File: src/rtl/if_fetch_pkg.sv
// Shared types for the instruction-fetch stage: fetch FSM states and the
// IF/ID register update operations with their priority resolution.
package if_fetch_pkg;

  localparam int IF_ADDR_W   = 32;
  localparam int IF_DATA_W   = 32;
  localparam int IF_STALL_W  = 6;
  localparam int IF_STALL_IF = 1;
  localparam int IF_STALL_ID = 2;

  typedef enum logic [1:0] {
    IF_IDLE = 2'd0,
    IF_WAIT = 2'd1,
    IF_HOLD = 2'd2,
    IF_DROP = 2'd3
  } if_state_e;

  typedef enum logic [1:0] {
    IFID_CLEAR  = 2'd0,
    IFID_BUBBLE = 2'd1,
    IFID_KEEP   = 2'd2,
    IFID_LOAD   = 2'd3
  } ifid_op_e;

  // Flush beats bubble beats hold beats a new load.
  function automatic ifid_op_e ifid_op(input logic clear, input logic stall_if,
                                       input logic stall_id, input logic load);
    if (clear)                    return IFID_CLEAR;
    else if (stall_if && !stall_id) return IFID_BUBBLE;
    else if (stall_if)            return IFID_KEEP;
    else if (load)                return IFID_LOAD;
    return IFID_KEEP;
  endfunction

endpackage

File: src/rtl/if_fetch_id_reg.sv
// IF/ID pipeline register: clears on reset/flush, bubbles when IF stalls but
// ID does not, holds when both stall, otherwise takes a presented load.
module if_id_reg
  import if_fetch_pkg::*;
#(
  parameter int                ADDR_W   = 32,
  parameter int                DATA_W   = 32,
  parameter logic [DATA_W-1:0] NOP_INST = 32'h0000_0000
) (
  input  logic              clk,
  input  logic              rst,
  input  logic              flush_i,
  input  logic              stall_if_i,
  input  logic              stall_id_i,
  input  logic              load_i,
  input  logic [ADDR_W-1:0] load_pc_i,
  input  logic [DATA_W-1:0] load_inst_i,
  input  logic              load_adel_i,
  output logic [ADDR_W-1:0] id_pc_o,
  output logic [DATA_W-1:0] id_inst_o,
  output logic              id_excp_adel_o
);

  logic [ADDR_W-1:0] id_pc_q, id_pc_d;
  logic [DATA_W-1:0] id_inst_q, id_inst_d;
  logic              id_adel_q, id_adel_d;

  always_comb begin
    id_pc_d   = id_pc_q;
    id_inst_d = id_inst_q;
    id_adel_d = id_adel_q;
    case (ifid_op(flush_i, stall_if_i, stall_id_i, load_i))
      IFID_CLEAR, IFID_BUBBLE: begin
        id_pc_d   = '0;
        id_inst_d = NOP_INST;
        id_adel_d = 1'b0;
      end
      IFID_LOAD: begin
        id_pc_d   = load_pc_i;
        id_inst_d = load_inst_i;
        id_adel_d = load_adel_i;
      end
      default: ;
    endcase
  end

  always_ff @(posedge clk) begin
    if (rst) begin
      id_pc_q   <= '0;
      id_inst_q <= NOP_INST;
      id_adel_q <= 1'b0;
    end else begin
      id_pc_q   <= id_pc_d;
      id_inst_q <= id_inst_d;
      id_adel_q <= id_adel_d;
    end
  end

  assign id_pc_o        = id_pc_q;
  assign id_inst_o      = id_inst_q;
  assign id_excp_adel_o = id_adel_q;

endmodule

File: src/rtl/if_fetch.sv
// Instruction-fetch stage: one-in-flight req/gnt/rvalid fetch feeding IF/ID.
// Define IF_MISALIGN_EXC_EN to raise address-error on pc[1:0]!=0 instead of aligning.
module if_fetch
  import if_fetch_pkg::*;
#(
  parameter int                ADDR_W   = 32,
  parameter int                DATA_W   = 32,
  parameter logic [DATA_W-1:0] NOP_INST = 32'h0000_0000
) (
  input  logic                  clk,
  input  logic                  rst,
  input  logic [ADDR_W-1:0]     pc,
  input  logic                  ce,
  input  logic [IF_STALL_W-1:0] stall,
  input  logic                  flush,
  output logic                  stallreq_if,
  output logic                  imem_req,
  output logic [ADDR_W-1:0]     imem_addr,
  input  logic                  imem_gnt,
  input  logic                  imem_rvalid,
  input  logic [DATA_W-1:0]     imem_rdata,
  output logic [ADDR_W-1:0]     id_pc,
  output logic [DATA_W-1:0]     id_inst,
  output logic                  id_excp_adel
);

`ifdef IF_MISALIGN_EXC_EN
  localparam logic MISALIGN_EN = 1'b1;
`else
  localparam logic MISALIGN_EN = 1'b0;
`endif

  if_state_e         state_q, state_d;
  logic [ADDR_W-1:0] issued_pc_q, issued_pc_d;
  logic [ADDR_W-1:0] hold_pc_q, hold_pc_d;
  logic [DATA_W-1:0] hold_inst_q, hold_inst_d;

  logic              load;
  logic [ADDR_W-1:0] load_pc;
  logic [DATA_W-1:0] load_inst;
  logic              load_adel;
  logic              stall_if;
  logic              misaligned;
  logic              unused_stall;

  assign stall_if     = stall[IF_STALL_IF];
  assign misaligned   = MISALIGN_EN && (pc[1:0] != 2'b00);
  assign imem_addr    = {pc[ADDR_W-1:2], 2'b00};
  assign unused_stall = ^{stall[5:3], stall[0]};

  always_comb begin
    state_d     = state_q;
    issued_pc_d = issued_pc_q;
    hold_pc_d   = hold_pc_q;
    hold_inst_d = hold_inst_q;
    imem_req    = 1'b0;
    stallreq_if = 1'b0;
    load        = 1'b0;
    load_pc     = '0;
    load_inst   = NOP_INST;
    load_adel   = 1'b0;
    case (state_q)
      IF_IDLE: begin
        if (ce && !flush) begin
          if (misaligned) begin
            // Faulting fetch goes straight to decode as a flagged NOP.
            load      = 1'b1;
            load_pc   = pc;
            load_adel = 1'b1;
          end else begin
            imem_req    = 1'b1;
            stallreq_if = 1'b1;
            if (imem_gnt) begin
              issued_pc_d = imem_addr;
              state_d     = IF_WAIT;
            end
          end
        end
      end
      IF_WAIT: begin
        stallreq_if = !imem_rvalid;
        if (imem_rvalid) begin
          if (flush) begin
            state_d = IF_IDLE;
          end else if (!stall_if) begin
            load      = 1'b1;
            load_pc   = issued_pc_q;
            load_inst = imem_rdata;
            state_d   = IF_IDLE;
          end else begin
            hold_pc_d   = issued_pc_q;
            hold_inst_d = imem_rdata;
            state_d     = IF_HOLD;
          end
        end else if (flush) begin
          state_d = IF_DROP;
        end
      end
      IF_HOLD: begin
        if (flush) begin
          state_d = IF_IDLE;
        end else if (!stall_if) begin
          load      = 1'b1;
          load_pc   = hold_pc_q;
          load_inst = hold_inst_q;
          state_d   = IF_IDLE;
        end
      end
      IF_DROP: begin
        // The flushed request still owes us one response; eat it.
        stallreq_if = 1'b1;
        if (imem_rvalid) state_d = IF_IDLE;
      end
      default: state_d = IF_IDLE;
    endcase
  end

  always_ff @(posedge clk) begin
    if (rst) begin
      state_q     <= IF_IDLE;
      issued_pc_q <= '0;
      hold_pc_q   <= '0;
      hold_inst_q <= '0;
    end else begin
      state_q     <= state_d;
      issued_pc_q <= issued_pc_d;
      hold_pc_q   <= hold_pc_d;
      hold_inst_q <= hold_inst_d;
    end
  end

  if_id_reg #(
    .ADDR_W   (ADDR_W),
    .DATA_W   (DATA_W),
    .NOP_INST (NOP_INST)
  ) u_if_id_reg (
    .clk            (clk),
    .rst            (rst),
    .flush_i        (flush),
    .stall_if_i     (stall_if),
    .stall_id_i     (stall[IF_STALL_ID]),
    .load_i         (load),
    .load_pc_i      (load_pc),
    .load_inst_i    (load_inst),
    .load_adel_i    (load_adel),
    .id_pc_o        (id_pc),
    .id_inst_o      (id_inst),
    .id_excp_adel_o (id_excp_adel)
  );

endmodule

File: config.mk
export PLATFORM = sky130hd
export DESIGN_NAME = if_fetch
export DESIGN_NICKNAME = d
export VERILOG_FILES = /design/src/rtl/if_fetch_pkg.sv /design/src/rtl/if_fetch_id_reg.sv /design/src/rtl/if_fetch.sv
export SDC_FILE = /design/constraint.sdc
export NUM_CORES = 1
export LEC_CHECK = 0
export ABC_AREA = 0
export CAP_MARGIN = 20
export CORE_MARGIN = 2
export CORE_UTILIZATION = 30
export CTS_CLUSTER_DIAMETER = 150
export DETAILED_ROUTE_END_ITERATION = 8
export GPL_TIMING_DRIVEN = 0
export HOLD_SLACK_MARGIN = 0.06
export PLACE_DENSITY_LB_ADDON = 0.15
export SLEW_MARGIN = 20
export SYNTH_ARGS = -nofsm -noshare
export SYNTH_HDL_FRONTEND = slang
export SYNTH_SLANG_ARGS = --single-unit
export TNS_END_PERCENT = 30
File: constraint.sdc
create_clock -name clk -period 2.4 [get_ports clk]
set_clock_uncertainty 0.05 [all_clocks]
set_input_delay 0.72 -clock clk [delete_from_list [all_inputs] [get_ports clk]]
set_output_delay 0.72 -clock clk [all_outputs]
set_load 0.005 [all_outputs]
==> impl_metrics.csv, run 1 <==
group,metric,value,unit
finish,fin_cells,1223,
timing,tightest_slew,0.636,ns
yosys,muxShareOfSynthArea,0.161,%
setup_path,arrival,1.57,ns
yosys,syn_area,6210,um2
clocking,clock_path_buffers,2,
power_and_ir_drop,vdd_drop_max,0.000414,V
timing,slew_viol_final,0,
yosys,synth_flop_cell,"dfxtp_1",
placed_design,port_buffers,162,
placed_design,place_area,8180,um2
timing,final-setup-viol-count,0,
finish,drive_gt1_share,13.3,%
yosys,synth_xor_area_share,0,%
global_route,grt_first_pass_wirelength,28400,um
yosys,seq_area_frac_synth,50.3,%
floorplanning,die_area,21900,um2
yosys,avgSynthCellArea,8.24,um2
global_route,grt_use_total,16.2,%
route,drc,0,
placed_design,pre_cts_slack,-0.690,ns
floorplanning,start_util,30.6,%
route,antenna_left,0,
status,status,"completed",
min_path,min-delay-path-class,"reg2reg",
yosys,synthCells,753,
yosys,yosys.area_share.simple,22.0,%
yosys,netlist_top_cells_area,"dfxtp_1, nand2_1, a221oi_1, a21oi_1, nor3_1",
floorplanning,die_h,148,um
timing,timing.setup.tns,0,ns
yosys,yosysTopAreaCell,"dfxtp_1",
global_route,grt-ovfl-total,0,
route,first_pass_iters,5,
clocking,cts.reportedPaths.clkPinSlew,0.06,ns
clocking,insertion_delay,0.43,ns
finish,seq_area,3130,um2
clocking,cts_tree,"yes",
yosys,synth_compound_area_share,17.0,%
placed_design,placed_cells,1189,
placed_design,hpwl,12400,um
timing,period_share,97.6,%
setup_path,worst_setup_path_start_kind,"input port",
timing,setup_ws,0.0583,ns
setup_path,critical_path_class,"in2out",
global_route,grt_pass1_vias,5429,
setup_path,cp_max_fo,7,
yosys,synth_top_family_by_area,"simple AND/OR/NAND/NOR gates",
power_and_ir_drop,power.density,673,nW/um2
finish,n_antenna_cell,0,
finish,nNetsFinal,1022,
yosys,synth_common_cells,"nand2_1, dfxtp_1, a21oi_1, nor2_1",
route,first_iter_violations,343,
power_and_ir_drop,leakage,3.13,nW
timing,hold_violations,0,
timing,max_slew_margin,57.6,%
timing,rsz0062_at_grt,"false",
setup_path,cp-end-kind,"output port",
yosys,synth.most_common_cell,"nand2_1",
route,via_per_inst,4.68,
power_and_ir_drop,finalPower,5.91,mW
setup_path,cp_data_required_time,1.63,ns
clocking,cts_root_buf,"clkbuf_16",
route,vias,5725,
yosys,synth-seq-cells,156,
clocking,numCtsBuffers,17,
yosys,yosys.area.top_type_share,50.3,%
finish,multi_input_area,2560,um2
clocking,htree_levels,4,
timing,finalCriticalPeriod,2.34,ns
clocking,clock_sinks,156,
timing,max_freq,427,MHz
yosys,synth_cell_types,29,
placed_design,gp_congestion,0.735,
flow_run,cap_viol_max_count,0,
finish,final_area,8780,um2
finish,fill_cells,2093,
yosys,ys_warn_count,0,
global_route,antenna_found_initial,0,
floorplanning,fp.dieW,148,um
yosys,async_reset_ff_share,0,%
floorplanning,core_area,20300,um2
route,drt_wl_total,17500,um
yosys,synth-edff-count,0,
finish,synthToLayoutAreaGrowth,41.4,%
yosys,synthAdderAreaFrac,1.01,%
floorplanning,pin_count,175,
floorplanning,rows,52,
route,wl_per_cell,14.3,um
global_route,grt_max_degree,17,
-- sequential cells by signal (all words and copies together) (netlist names) --
name                   count
hold_inst_q               32
hold_pc_q                 30
u_if_id_reg.id_pc_o       30
state_q                    2
u_if_id_reg.id_inst_o     32
issued_pc_q               30
-- metal layers --
| layer | routed length (um) | track usage (%) |
|---|---|---|
| met4 | 242 | 4.90 |
| met2 | 7810 | 24.7 |
| met5 | 0 | 0 |
| met3 | 909 | 3.89 |
| met1 | 8560 | 22.7 |
-- power by group --
group	internal [mW]	switching, mW
clock	1.63	1.06
sequential	2.63	0.0280
combinational	0.277	0.283
-- layout by cell type, fill, tap and decap left out, types with 2 or more instances in the layout --
| cell type | netlist | final |
|---|---|---|
| clkdlybuf4s50_1 | 0 | 127 |
| ha_1 | 5 | 3 |
| buf_6 | 6 | 6 |
| clkinv_4 | 0 | 2 |
| clkbuf_16 | 0 | 17 |
| o21ai_4 | 1 | 2 |
| clkinv_2 | 0 | 4 |
| a21oi_1 | 93 | 93 |
| dlygate4sd2_1 | 0 | 16 |
| dfxtp_1 | 156 | 154 |
| nor3_1 | 63 | 62 |
| and2_1 | 2 | 2 |
| clkbuf_1 | 33 | 36 |
| conb_1 | 1 | 5 |
| ha_4 | 0 | 2 |
| bufinv_16 | 0 | 3 |
| nor2_1 | 68 | 68 |
| buf_4 | 36 | 55 |
| nand2_1 | 186 | 186 |
| dfxtp_4 | 0 | 2 |
| a221oi_1 | 63 | 63 |
| buf_2 | 22 | 22 |
-- final timing paths --
path | startpoint | end | slack [ns] | cells past startpoint
setup / recovery | flush | imem_req | 0.06 | 4
hold / removal | hold_pc_q[13] | hold_pc_q[13] | 0.40 | 2
setup reg to reg | state_q[0] | hold_inst_q[29] | 0.32 | 8
hold reg to reg | hold_pc_q[13] | hold_pc_q[13] | 0.40 | 2
-- through the flow --
stage | hold WS [ns] | utilization, %
floorplan | 0.386 | -
global placement | 0.392 | 40.3
detailed placement | 0.396 | 40.3
CTS | 0.404 | 43.1
global route | 0.422 | 43.2
finish | 0.403 | 43.2
-- area by class of cell --
cell class                 instances  share of cell area [%]
multi-input combinational        501                    29.2
tap                              270                    3.85
clock inverter                    11                    1.64
buffer                            97                    6.51
sequential                       156                    35.7
clock buffer                      20                    4.98
timing repair buffer             165                    18.0
inverter                           3                   0.157
-- worst max-delay path, stage by stage --
cell and delay, ns:
clkdlybuf4s15_2 0.27, and3b_2 0.24, buf_4 0.14, clkdlybuf4s15_1 0.20
-- timing repair --
item | 4_1_cts | 5_1_grt
endpoints found under the setup margin | 92 | 5
resized for setup | 48 | 8
hold buffers | 0 | 0
buffers inserted | 2 | 1
pin swaps | 1 | 1
gates cloned | 0 | 0
-- cells by family (layout without fill, tap and decap cells) --
group	count (synthesis)	in the layout
and+or+nand+nor	329	329
AOI/OAI and AO/OA	161	161
DFF	156	156
buffers and inverters	100	296
adders and majority gates	5	5
other	1	5
muxes	1	1
Note: power is estimated with default switching activity, not from simulation.
==> run 2: changes to the inputs <==
--- a/config.mk
+++ b/config.mk
@@ -9,7 +9,7 @@
 export CAP_MARGIN = 20
 export CORE_MARGIN = 2
 export CORE_UTILIZATION = 30
-export CTS_CLUSTER_DIAMETER = 150
+export CTS_CLUSTER_DIAMETER = 50
 export DETAILED_ROUTE_END_ITERATION = 8
 export GPL_TIMING_DRIVEN = 0
 export HOLD_SLACK_MARGIN = 0.06
==> results of run 2 <==
Final layout, timing and power as in run 1 (identical DEF).
